$ cat src/rtl/hex_word_parser_pkg.sv
// Shared constants and FSM encoding for the ASCII hex word parser.
package hex_word_parser_pkg;

    localparam int unsigned CHAR_W = 8;
    localparam int unsigned NIB_W  = 4;

    localparam logic [CHAR_W-1:0] ASCII_CR = 8'h0D;
    localparam logic [CHAR_W-1:0] ASCII_LF = 8'h0A;
    localparam logic [CHAR_W-1:0] ASCII_SP = 8'h20;

    typedef enum logic [1:0] {
        ST_IDLE    = 2'd0,
        ST_ACCUM   = 2'd1,
        ST_DISCARD = 2'd2
    } parse_state_t;

endpackage

$ cat src/rtl/ascii_to_nibble.sv
// Combinational ASCII character classifier: hex digit value, terminator flag.
module ascii_to_nibble
    import hex_word_parser_pkg::*;
(
    input  logic [CHAR_W-1:0] i_ascii,
    output logic [NIB_W-1:0]  o_nibble,
    output logic              o_is_digit,
    output logic              o_is_term
);

    // Decode digit ranges to their nibble value; everything else is non-digit.
    always_comb begin
        o_nibble   = '0;
        o_is_digit = 1'b0;
        o_is_term  = 1'b0;
        if (i_ascii >= 8'h30 && i_ascii <= 8'h39) begin
            o_nibble   = NIB_W'(i_ascii - 8'h30);
            o_is_digit = 1'b1;
        end else if (i_ascii >= 8'h41 && i_ascii <= 8'h46) begin
            o_nibble   = NIB_W'(i_ascii - 8'h37);
            o_is_digit = 1'b1;
        end else if (i_ascii >= 8'h61 && i_ascii <= 8'h66) begin
            o_nibble   = NIB_W'(i_ascii - 8'h57);
            o_is_digit = 1'b1;
        end else if (i_ascii == ASCII_CR || i_ascii == ASCII_LF || i_ascii == ASCII_SP) begin
            o_is_term  = 1'b1;
        end
    end

endmodule

$ cat src/rtl/hex_word_parser.sv
// Parses whitespace/CR/LF-terminated ASCII hex tokens into a W-bit word.
module hex_word_parser
    import hex_word_parser_pkg::*;
#(
    parameter int unsigned NUM_DIGITS = 4
) (
    input  logic                    i_clk,
    input  logic                    i_rst_n,
    input  logic [7:0]              i_data,
    input  logic                    i_valid,
    output logic [4*NUM_DIGITS-1:0] o_word,
    output logic                    o_word_valid,
    output logic                    o_error,
    output logic                    o_busy
);

    localparam int unsigned W  = 4 * NUM_DIGITS;
    localparam int unsigned CW = $clog2(NUM_DIGITS + 1);

    parse_state_t     state;
    logic [W-1:0]     acc;
    logic [CW-1:0]    count;
    logic [NIB_W-1:0] nibble;
    logic             is_digit;
    logic             is_term;

    ascii_to_nibble u_classify (
        .i_ascii    (i_data),
        .o_nibble   (nibble),
        .o_is_digit (is_digit),
        .o_is_term  (is_term)
    );

    // Token FSM with accumulator and registered result/pulse outputs.
    always_ff @(posedge i_clk or negedge i_rst_n) begin
        if (!i_rst_n) begin
            state        <= ST_IDLE;
            acc          <= '0;
            count        <= '0;
            o_word       <= '0;
            o_word_valid <= 1'b0;
            o_error      <= 1'b0;
            o_busy       <= 1'b0;
        end else begin
            o_word_valid <= 1'b0;
            o_error      <= 1'b0;
            if (i_valid) begin
                case (state)
                    ST_IDLE: begin
                        if (is_digit) begin
                            acc    <= W'(nibble);
                            count  <= CW'(1);
                            state  <= ST_ACCUM;
                            o_busy <= 1'b1;
                        end else if (!is_term) begin
                            state  <= ST_DISCARD;
                            o_busy <= 1'b1;
                        end
                    end
                    ST_ACCUM: begin
                        if (is_digit) begin
                            if (count == CW'(NUM_DIGITS)) begin
                                state <= ST_DISCARD;
                            end else begin
                                acc   <= (acc << 4) | W'(nibble);
                                count <= count + CW'(1);
                            end
                        end else if (is_term) begin
                            o_word       <= acc;
                            o_word_valid <= 1'b1;
                            state        <= ST_IDLE;
                            o_busy       <= 1'b0;
                        end else begin
                            state <= ST_DISCARD;
                        end
                    end
                    ST_DISCARD: begin
                        if (is_term) begin
                            o_error <= 1'b1;
                            state   <= ST_IDLE;
                            o_busy  <= 1'b0;
                        end
                    end
                    default: begin
                        state  <= ST_IDLE;
                        o_busy <= 1'b0;
                    end
                endcase
            end
        end
    end

endmodule

$ cat config.mk
export PLATFORM = sky130hd
export DESIGN_NAME = hex_word_parser
export DESIGN_NICKNAME = d
export VERILOG_FILES = /design/src/rtl/hex_word_parser_pkg.sv /design/src/rtl/ascii_to_nibble.sv /design/src/rtl/hex_word_parser.sv
export SDC_FILE = /design/constraint.sdc
export NUM_CORES = 1
export LEC_CHECK = 0
export ABC_AREA = 1
export BUFFER_PORTS_ARGS = -buffer_cell sky130_fd_sc_hd__buf_2
export CAP_MARGIN = 20
export CORE_ASPECT_RATIO = 0.7
export CORE_MARGIN = 1
export CORE_UTILIZATION = 34
export CTS_CLUSTER_SIZE = 14
export DETAILED_ROUTE_END_ITERATION = 8
export PLACE_DENSITY = 0.66
export SLEW_MARGIN = 20
export SYNTH_ARGS = -nofsm -noshare
export SYNTH_HDL_FRONTEND = slang
export SYNTH_HIERARCHICAL = 1
export SYNTH_SLANG_ARGS = --single-unit
$ cat constraint.sdc
create_clock -name i_clk -period 1.5 [get_ports i_clk]
set_clock_uncertainty 0.2 [all_clocks]
set_input_delay 0.15 -clock i_clk [delete_from_list [all_inputs] [get_ports i_clk]]
set_output_delay 0.15 -clock i_clk [all_outputs]
set_load 0.02 [all_outputs]
==> flow_summary_export.csv, run 1 <==
group,metric,value,unit
status,status,"finished with violations",
status,violations,"negative setup slack",
synthesis,syn_area,2074,µm²
cts,cts_buffers,5,
global_route,grt_remaining_overflow,0,
cts,cts.clk_slew.worst_paths,80,ps
synthesis,synth_top_cell_area_share,48.25,%
synthesis,syn_inst,247,
final_layout,diodes,0,
synthesis,ys_async_sr_fraction,100.0,%
worst_hold_path,hold_path.class,"in2reg",
cts,cts_buffer_depth,2,
routing,drtIter0Drc,87,
sta,setup_viol,36,
sta,whs,71.14,ps
floorplanning,die_h,67.36,µm
power,power_density,991.0,nW/µm²
global_route,first_global_vias,1485,
floorplanning,coreArea,5813,µm²
final_layout,nets,340,
floorplanning,top_level_ports,30,
synthesis,synth_edf_count,0,
floorplanning,die_w,95.36,µm
global_route,grt_pass1_wl,6.969,mm
synthesis,synth_top_cell_by_area,"dfrtp_1",
routing,antenna_left,0,
worst_setup_path,startpoint_type,"flip-flop",
sta,fin_ws,-156.7,ps
floorplanning,die_area,6423,µm²
worst_setup_path,critPathRequiredTime,1490,ps
floorplanning,num_rows,23,
placed_design,place_inst,376,
synthesis,synth.net_count,268,
final_layout,nFillCells,538,
worst_setup_path,crit_type,"reg2reg",
worst_setup_path,end_kind,"flip-flop",
synthesis,yosys-top-cells-area,"dfrtp_1 48%, nand2_1 20%, ha_1 6.0%, o21ai_2 5.5%, inv_1 3.3%",
routing,via_count,1744,
sta,fmax,603.6,MHz
routing,wl,4.826,mm
placed_design,numPortBuffers,29,
synthesis,synth_cell_types,25,
cts,cts.root.buffer_cell,"clkbuf_8",
final_layout,utilization,51.72,%
worst_setup_path,crit_path_max_fanout,4,
routing,routedWlPerCell,12.25,µm
placed_design,dp_hpwl,3.004,mm
routing,post-route-drc-count,0,
global_route,track_usage,14.55,%
cts,insertion_delay,290,ps
placed_design,place_congestion,0.7506,
worst_setup_path,worstPathArrival,1650,ps
cts,htree_levels,2,
global_route,grt_antenna_before_repair,0,
synthesis,synth_seq_cells,40,
final_layout,drive_above_1_share,44.83,%
sta,hold_viol_final,0,
sta,worstMarginPinSlew,286.9,ps
sta,rsz0062_at_grt,"true",
synthesis,ys_seq_area_share,48.25,%
sta,fin_crit,1657,ps
floorplanning,initial_utilization,35.69,%
final_layout,fin_cells,394,
routing,vias_per_cell,4.426,
global_route,grt_max_degree,41,
placed_design,place_area,2626,µm²
power,p_leak,1.577,nW
cts,cts.sinks,40,
power,peakVddDrop,0.0004658,V
sta,slew_violations,0,
cts,cts_tree,"built",
final_layout,syn_to_final_growth,44.93,%
job,cap_viol_max_count,0,
sta,relSlewSlack,80.78,%
routing,dr.pass1.iters,4,
synthesis,synth-warning-count,6,
synthesis,synthFlopType,"dfrtp_1",
sta,period_share,110.4,%
final_layout,final_area,3007,µm²
synthesis,postSynthAreaPerCell,8.399,µm²
-- placed cells by master, fill, tap and decap left out, types with 3 or more instances in the layout --
cell type	n
inv_1	11
nand3_2	3
nand2_2	20
ha_4	3
buf_6	8
inv_2	7
o21ai_2	13
nand2_4	6
o21ai_1	3
nor2_1	6
buf_4	26
nand3_1	6
ha_1	4
nand2_1	95
buf_2	28
buf_12	3
dfrtp_1	40
clkbuf_8	5
ha_2	3
-- state kept, by name, indices dropped and copies added, names as in the netlist --
register,count
acc,16
count,3
o_busy,1
o_error,1
o_word,16
o_word_valid,1
state,2
-- cells in the mapped netlist, types with 2 or more instances --
master    number
a21oi_1        3
buf_4          2
buf_6          3
dfrtp_1       40
ha_1          10
inv_1         18
inv_2          4
nand2_1      113
nand2_2        7
nand3_1        7
nand3_2        2
nor2_1         7
nor2_2         2
o21ai_0        5
o21ai_2       13
o21bai_1       2
-- final timing paths --
| kind | start | end | slack (ps) | depth (start not counted) |
|---|---|---|---|---|
| max | state[1]$_DFFE_PN0P_ | acc[6]$_DFFE_PN0P_ | -160 | 9 |
| min | i_valid | o_busy$_DFFE_PN0P_ | 70 | 4 |
| max reg2reg | state[1]$_DFFE_PN0P_ | acc[6]$_DFFE_PN0P_ | -160 | 9 |
| min reg2reg | o_word[2]$_DFFE_PN0P_ | o_word[2]$_DFFE_PN0P_ | 280 | 2 |
| max in group asynchronous | i_rst_n | acc[0]$_DFFE_PN0P_ | 750 | 3 |
| min in group asynchronous | i_rst_n | o_word[12]$_DFFE_PN0P_ | 140 | 3 |
-- repair_timing --
action,CTS,global route
resized for setup,8,35
endpoints found under the hold margin,41,0
buffers inserted,0,5
hold buffers,2,0
pin swaps,1,14
endpoints found under the setup margin,38,38
gates cloned,0,4
-- final cells by class --
cell class / count / area, µm² / share of cell area, %
multi-input combinational: 178 / 1081 / 35.96
sequential: 40 / 1001 / 33.29
timing repair buffer: 70 / 563.0 / 18.73
inverter: 22 / 118.9 / 3.953
tap: 75 / 93.84 / 3.121
clock buffer: 5 / 68.82 / 2.289
clock inverter: 2 / 60.06 / 1.998
timing repair inverter: 2 / 20.02 / 0.6658
-- worst max-delay path: stages, from the launching register on --
cell       delay [ps]
dfrtp_1           400
inv_2             120
ha_4              210
nor2_4             50
nor2_4            110
o21ai_4            70
buf_6             140
clkbuf_16         150
nand2_2            60
o21ai_2            50
-- report_power, final --
part | leakage [nW] | switching [mW] | total (mW) | internal, mW
Clock | 0.0642 | 0.377 | 1.03 | 0.655
Sequential | 0.553 | 0.0453 | 1.18 | 1.14
Combinational | 0.960 | 0.398 | 0.766 | 0.368
Total | 1.58 | 0.821 | 2.98 | 2.16
-- routing by layer --
layer | part of all wire, % | GRT usage, % | up-vias | wire, µm
met2 | 42 | 20.00 | 31 | 2036
met5 | 0 | 0 | - | 0
met4 | 1.2 | 5.682 | 0 | 56
li1 | - | - | 910 | -
met3 | 4.0 | 4.054 | 7 | 192
met1 | 53 | 21.30 | 796 | 2541
-- kinds of logic after synthesis --
group	after synthesis	synth area share, %
AND/OR/NAND/NOR	141	29.01
flip-flops	40	48.25
buffers and inverters	29	6.754
AO/OA/AOI/OAI	26	9.530
adder cells (fa/ha/maj)	10	6.031
XOR/XNOR	1	0.4223
-- stage by stage --
step,worst slack [ps],setup TNS (ps),total power [mW]
3_5_place_dp,-353.6,-11950,1.872
3_3_place_gp,-356.3,-10860,1.861
2_1_floorplan,-61.93,-986.7,1.575
6_report,-156.7,-4193,2.979
5_1_grt,-207.5,-6106,3.138
4_1_cts,-129.8,-3082,2.910
Note: power is estimated with default switching activity, not from simulation.
==> inputs of run 2 (changes only) <==
Settings changed: CORE_ASPECT_RATIO 0.7 to default.
==> run 2 against run 1 <==
Effect of this change:
- the run still ends with negative setup slack left
- register-to-register slack gained 20 ps
- design area increased by 1.7%
- combinational power rose by 14%
- routed wire length down 9.2%
- global-route usage rose by 0.50 points
- clock power shrank 10%
- critical path depth decreased by 2
- sequential cell count did not move
- via count fell by 0.86%
- cell count fell by 1.0%
- setup slack improved by 19 ps
- power about the same
- critical path type unchanged
- largest cell class unchanged
- largest power group unchanged
==> flow_summary_export.csv, run 2 (synthesized netlist as in run 1, its figures left out) <==
group,metric,value,unit
final_layout,final_common_cell,"nand2_1",
floorplanning,coreArea,5886,µm²
global_route,grt_antenna_before_repair,0,
final_layout,reg_top3,"acc (16), o_word (16), count (3)",
worst_setup_path,cp_top_family,"buffers and inverters",
sta,setup_viol,36,
worst_hold_path,holdCritStartpoint,"i_valid",
status,status,"finished with violations",
routing,post-route-drc-count,0,
floorplanning,die_h,80.11,µm
placed_design,dp_hpwl,3.026,mm
worst_setup_path,startpoint,"state[1]$_DFFE_PN0P_",
final_layout,nets,335,
placed_design,numPortBuffers,29,
worst_setup_path,critPathRequiredTime,1480,ps
routing,routedWlPerCell,11.23,µm
sta,slew_violations,0,
routing,dr.pass1.iters,4,
power,power_density,974.6,nW/µm²
global_route,track_usage,15.05,%
cts,htree_levels,2,
worst_setup_path,crit_chain,"inv_2, ha_4, buf_12, nand4_4, clkbuf_16, nand2_4, nand2_1",
sta,whs,70.39,ps
power,peakVddDrop,0.0006988,V
final_layout,drive_above_1_share,53.97,%
sta,fin_ws,-138.1,ps
worst_setup_path,worstPathArrival,1620,ps
cts,cts.root.buffer_cell,"clkbuf_8",
floorplanning,top_level_ports,30,
routing,wl,4.380,mm
worst_setup_path,reg2reg_depth,7,
final_layout,syn_to_final_growth,47.35,%
sta,relSlewSlack,79.63,%
worst_hold_path,hold_depth,4,
global_route,grt_pass1_wl,7.438,mm
worst_setup_path,crit_type,"reg2reg",
floorplanning,num_rows,28,
worst_setup_path,startpoint_type,"flip-flop",
job,cap_viol_max_count,0,
global_route,first_global_vias,1705,
final_layout,nFillCells,560,
cts,cts.sinks,40,
worst_hold_path,hold_path.class,"in2reg",
sta,hold_viol_final,0,
worst_setup_path,crit_path_max_fanout,6,
global_route,grt_max_degree,41,
sta,period_share,109.2,%
routing,antenna_left,0,
floorplanning,initial_utilization,35.25,%
sta,fmax,610.4,MHz
routing,vias_per_cell,4.433,
status,violations,"negative setup slack",
worst_setup_path,slowest_stage,"dfrtp_1",
power,p_leak,1.539,nW
routing,via_count,1729,
power,power,2.979,mW
cts,cts_buffers,5,
worst_setup_path,reg2reg_from,"state[1]$_DFFE_PN0P_",
worst_setup_path,path_buf_inv,3,
worst_setup_path,path_depth,7,
cts,insertion_delay,290,ps
global_route,grt_remaining_overflow,0,
worst_setup_path,end_kind,"flip-flop",
floorplanning,die_w,80.11,µm
worst_setup_path,critPathMaxStageDelay,390,ps
final_layout,multi_input_area,1194,µm²
floorplanning,die_area,6418,µm²
sta,setup_tns,-3278,ps
cts,cts.clk_slew.worst_paths,80,ps
final_layout,final_cell_mix,"68 x nand2_1, 43 x nand2_2, 39 x dfrtp_1",
sta,worstMarginPinSlew,304.4,ps
final_layout,diodes,0,
sta,rsz0062_at_grt,"true",
cts,cts_buffer_depth,2,
placed_design,place_congestion,0.8204,
final_layout,ff_latch_area,1002,µm²
cts,cts_tree,"built",
routing,drtIter0Drc,43,
sta,fin_crit,1638,ps
[run 2: where the power goes]
group / internal, mW / switching (mW) / total [mW]
Combinational: 0.429 / 0.447 / 0.876
Clock: 0.544 / 0.381 / 0.925
Sequential: 1.14 / 0.0406 / 1.18
Total: 2.11 / 0.869 / 2.98
[run 2: worst reg2reg max path, stage by stage, from the launching register on]
cell	delay [ps]
dfrtp_1	390
inv_2	120
ha_4	200
buf_12	110
nand4_4	160
clkbuf_16	240
nand2_4	50
nand2_1	50
[run 2: timing repair]
action	CTS	global route
hold endpoints to repair	41	0
hold buffers	2	0
resized for setup	28	46
pin swaps	12	26
endpoints found under the setup margin	38	38
setup buffers	4	1
cloned	0	1
[run 2: final cells by class]
cell class	instances	share of cell area (%)
Sequential cell	40	32.79
Tap cell	75	3.070
Clock inverter	2	1.269
Clock buffer	6	2.702
Timing Repair Buffer	67	17.40
Inverter	22	3.725
Multi-Input combinational cell	178	39.05
[run 2: routing by layer]
metal,track usage (%),part of all wire [%]
met2,26.07,51
met5,0,0
met4,5.893,1.4
met3,3.182,2.9
met1,18.12,45
[run 2: final timing paths]
path                       slack, ps                      to
max in group asynchronous        720    state[0]$_DFFE_PN0P_
max reg2reg                     -140   o_word[7]$_DFFE_PN0P_
min                               70    state[0]$_DFFE_PN0P_
min reg2reg                      290   o_word[9]$_DFFE_PN0P_
max                             -140   o_word[7]$_DFFE_PN0P_
min in group asynchronous        160  o_word[12]$_DFFE_PN0P_
[run 2: per-stage QoR]
step	setup WS, ps	instance area [µm²]	instances	utilization [%]
after global placement	-310.7	2624	374	44.58
after CTS	-128.6	2870	388	48.77
final	-138.1	3057	390	51.93
after detailed placement	-369.2	2624	374	44.58
after floorplan	-61.93	2181	247	-
after global routing	-183.3	3057	390	51.93
==> inputs of run 3 (changes only) <==
Settings changed: BUFFER_PORTS_ARGS -buffer_cell sky130_fd_sc_hd__buf_2 to default, CORE_UTILIZATION 34 to 40, DONT_BUFFER_PORTS from default to 1, HOLD_SLACK_MARGIN from default to 0.06, PLACE_DENSITY 0.66 to 0.68.
==> run 3 against run 2 <==
Effect of this change:
- the flow still finishes with violations (negative setup slack)
- sequential share of layout area rose by 1.2 points
- sequential power about the same
- non-clock buffer count fell by 26
- first-iteration DRC count grew 74%
- sequential cell count unchanged
- die area fell by 15%
- design area decreased by 3.4%
- combinational power grew 2%
- power grew 0.32%
- largest cell class unchanged
==> flow_summary_export.csv, run 3 (synthesized netlist as in run 1, its figures left out) <==
group,metric,value,unit
status,status,"finished with violations",
status,violations,"negative setup slack",
floorplanning,num_rows,25,
sta,fin_crit,1639,ps
sta,fmax,610.3,MHz
routing,drtIter0Drc,75,
floorplanning,coreArea,4848,µm²
job,cap_viol_max_count,0,
global_route,first_global_vias,1642,
routing,dr.pass1.iters,4,
placed_design,place_congestion,0.7775,
sta,slew_violations,0,
final_layout,final_area,2952,µm²
placed_design,place_area,2431,µm²
global_route,grt_max_degree,41,
final_layout,final_cell_mix,"83 x nand2_1, 39 x dfrtp_1, 21 x buf_4",
worst_setup_path,critPathRequiredTime,1490,ps
routing,post-route-drc-count,0,
power,peakVddDrop,0.0008227,V
worst_hold_path,hold_path.class,"in2reg",
worst_setup_path,worstPathArrival,1630,ps
final_layout,syn_to_final_growth,42.28,%
sta,fin_ws,-138.6,ps
worst_setup_path,end_kind,"flip-flop",
floorplanning,die_area,5478,µm²
sta,setup_viol,35,
final_layout,nets,309,
final_layout,diodes,0,
power,power_density,1013,nW/µm²
routing,routedWlPerCell,12.47,µm
routing,antenna_left,0,
global_route,track_usage,17.86,%
routing,wl,4.438,mm
cts,cts_buffers,5,
placed_design,numPortBuffers,0,
sta,rsz0062_at_grt,"true",
floorplanning,die_h,74.02,µm
floorplanning,top_level_ports,30,
worst_setup_path,startpoint_type,"flip-flop",
worst_setup_path,crit_path_max_fanout,8,
power,power,2.988,mW
global_route,grt_antenna_before_repair,0,
sta,worstMarginPinSlew,267.4,ps
cts,htree_levels,2,
cts,cts.root.buffer_cell,"clkbuf_8",
cts,cts.sinks,40,
worst_setup_path,crit_type,"reg2reg",
cts,cts_buffer_depth,2,
floorplanning,die_w,74.02,µm
power,p_leak,1.432,nW
placed_design,dp_hpwl,2.830,mm
sta,relSlewSlack,82.17,%
cts,cts_tree,"built",
final_layout,reg_top3,"acc (16), o_word (16), count (3)",
floorplanning,initial_utilization,42.79,%
cts,insertion_delay,290,ps
sta,period_share,109.2,%
cts,cts.clk_slew.worst_paths,80,ps
routing,via_count,1658,
routing,vias_per_cell,4.657,
sta,hold_viol_final,0,
final_layout,final_common_cell,"nand2_1",
final_layout,drive_above_1_share,43.25,%
global_route,grt_remaining_overflow,0,
global_route,grt_pass1_wl,7.424,mm
-- run 3: cell count changes in the layout (fill, tap and decap cells not counted), sizes merged --
cell         change
dlygate4sd3      +4
buf             -30
clkinv           +1
clkbuf           -1
-- run 3: final cells by class --
type	instances	area, µm²
clock buffer	5	68.82
clock inverter	3	47.55
fill	414	1897
inverter	22	116.4
multi-input combinational	178	1187
sequential	40	1002
tap	67	83.83
timing repair buffer	41	445.4
-- run 3: critical path, cell delays in order, from the launching register on --
cell     delay [ps]
dfrtp_1         400
inv_2           120
ha_4            210
nor2_4           50
nor2_4           90
o21ai_4          80
buf_6           130
buf_12          140
nand2_4          60
o21ai_2          50
-- run 3: path summary, 6_finish.rpt --
| path | end | from | slack (ps) | depth (start not counted) |
|---|---|---|---|---|
| worst max register to register | acc[15]$_DFFE_PN0P_ | state[1]$_DFFE_PN0P_ | -140 | 9 |
| min in group asynchronous | acc[8]$_DFFE_PN0P_ | i_rst_n | 130 | 2 |
| worst min-delay path | o_word_valid$_DFF_PN0_ | i_data[4] | 70 | 5 |
| worst max-delay path | acc[15]$_DFFE_PN0P_ | state[1]$_DFFE_PN0P_ | -140 | 9 |
| worst min register to register | acc[12]$_DFFE_PN0P_ | acc[12]$_DFFE_PN0P_ | 320 | 2 |
| max in group asynchronous | state[0]$_DFFE_PN0P_ | i_rst_n | 760 | 2 |
-- run 3: stage by stage --
step | cells | utilization [%] | worst slack [ps] | hold slack (ps) | TNS, ps
2_1_floorplan | 247 | - | -61.93 | -345.6 | -986.7
3_3_place_gp | 332 | 50.14 | -109.6 | -344.7 | -2483
3_5_place_dp | 332 | 50.14 | -162.6 | -344.8 | -3553
4_1_cts | 355 | 58.50 | -136.0 | 58.47 | -4348
5_1_grt | 356 | 60.88 | -201.3 | 71.56 | -6494
6_report | 356 | 60.88 | -138.6 | 65.85 | -4218
-- run 3: timing repair --
item                                    CTS  global route
pin swaps                                14            13
setup buffers                             7             3
endpoints found under the hold margin    65             0
resized for setup                        38            32
hold buffers                              7             0
cloned                                    1             1
endpoints found under the setup margin   38            39
-- run 3: layer usage --
layer / vias to the layer above / wire [µm] / GRT usage [%]
met5: - / 0 / 0
met3: 4 / 148 / 4.201
met4: 0 / 38 / 4.487
met2: 30 / 2280 / 31.01
met1: 780 / 1972 / 22.35
li1: 844 / - / -
-- run 3: power by group --
group          internal (mW)  total, mW  switching [mW]
Combinational          0.460      0.893           0.433
Sequential              1.14       1.20          0.0625
Clock                  0.501      0.896           0.395
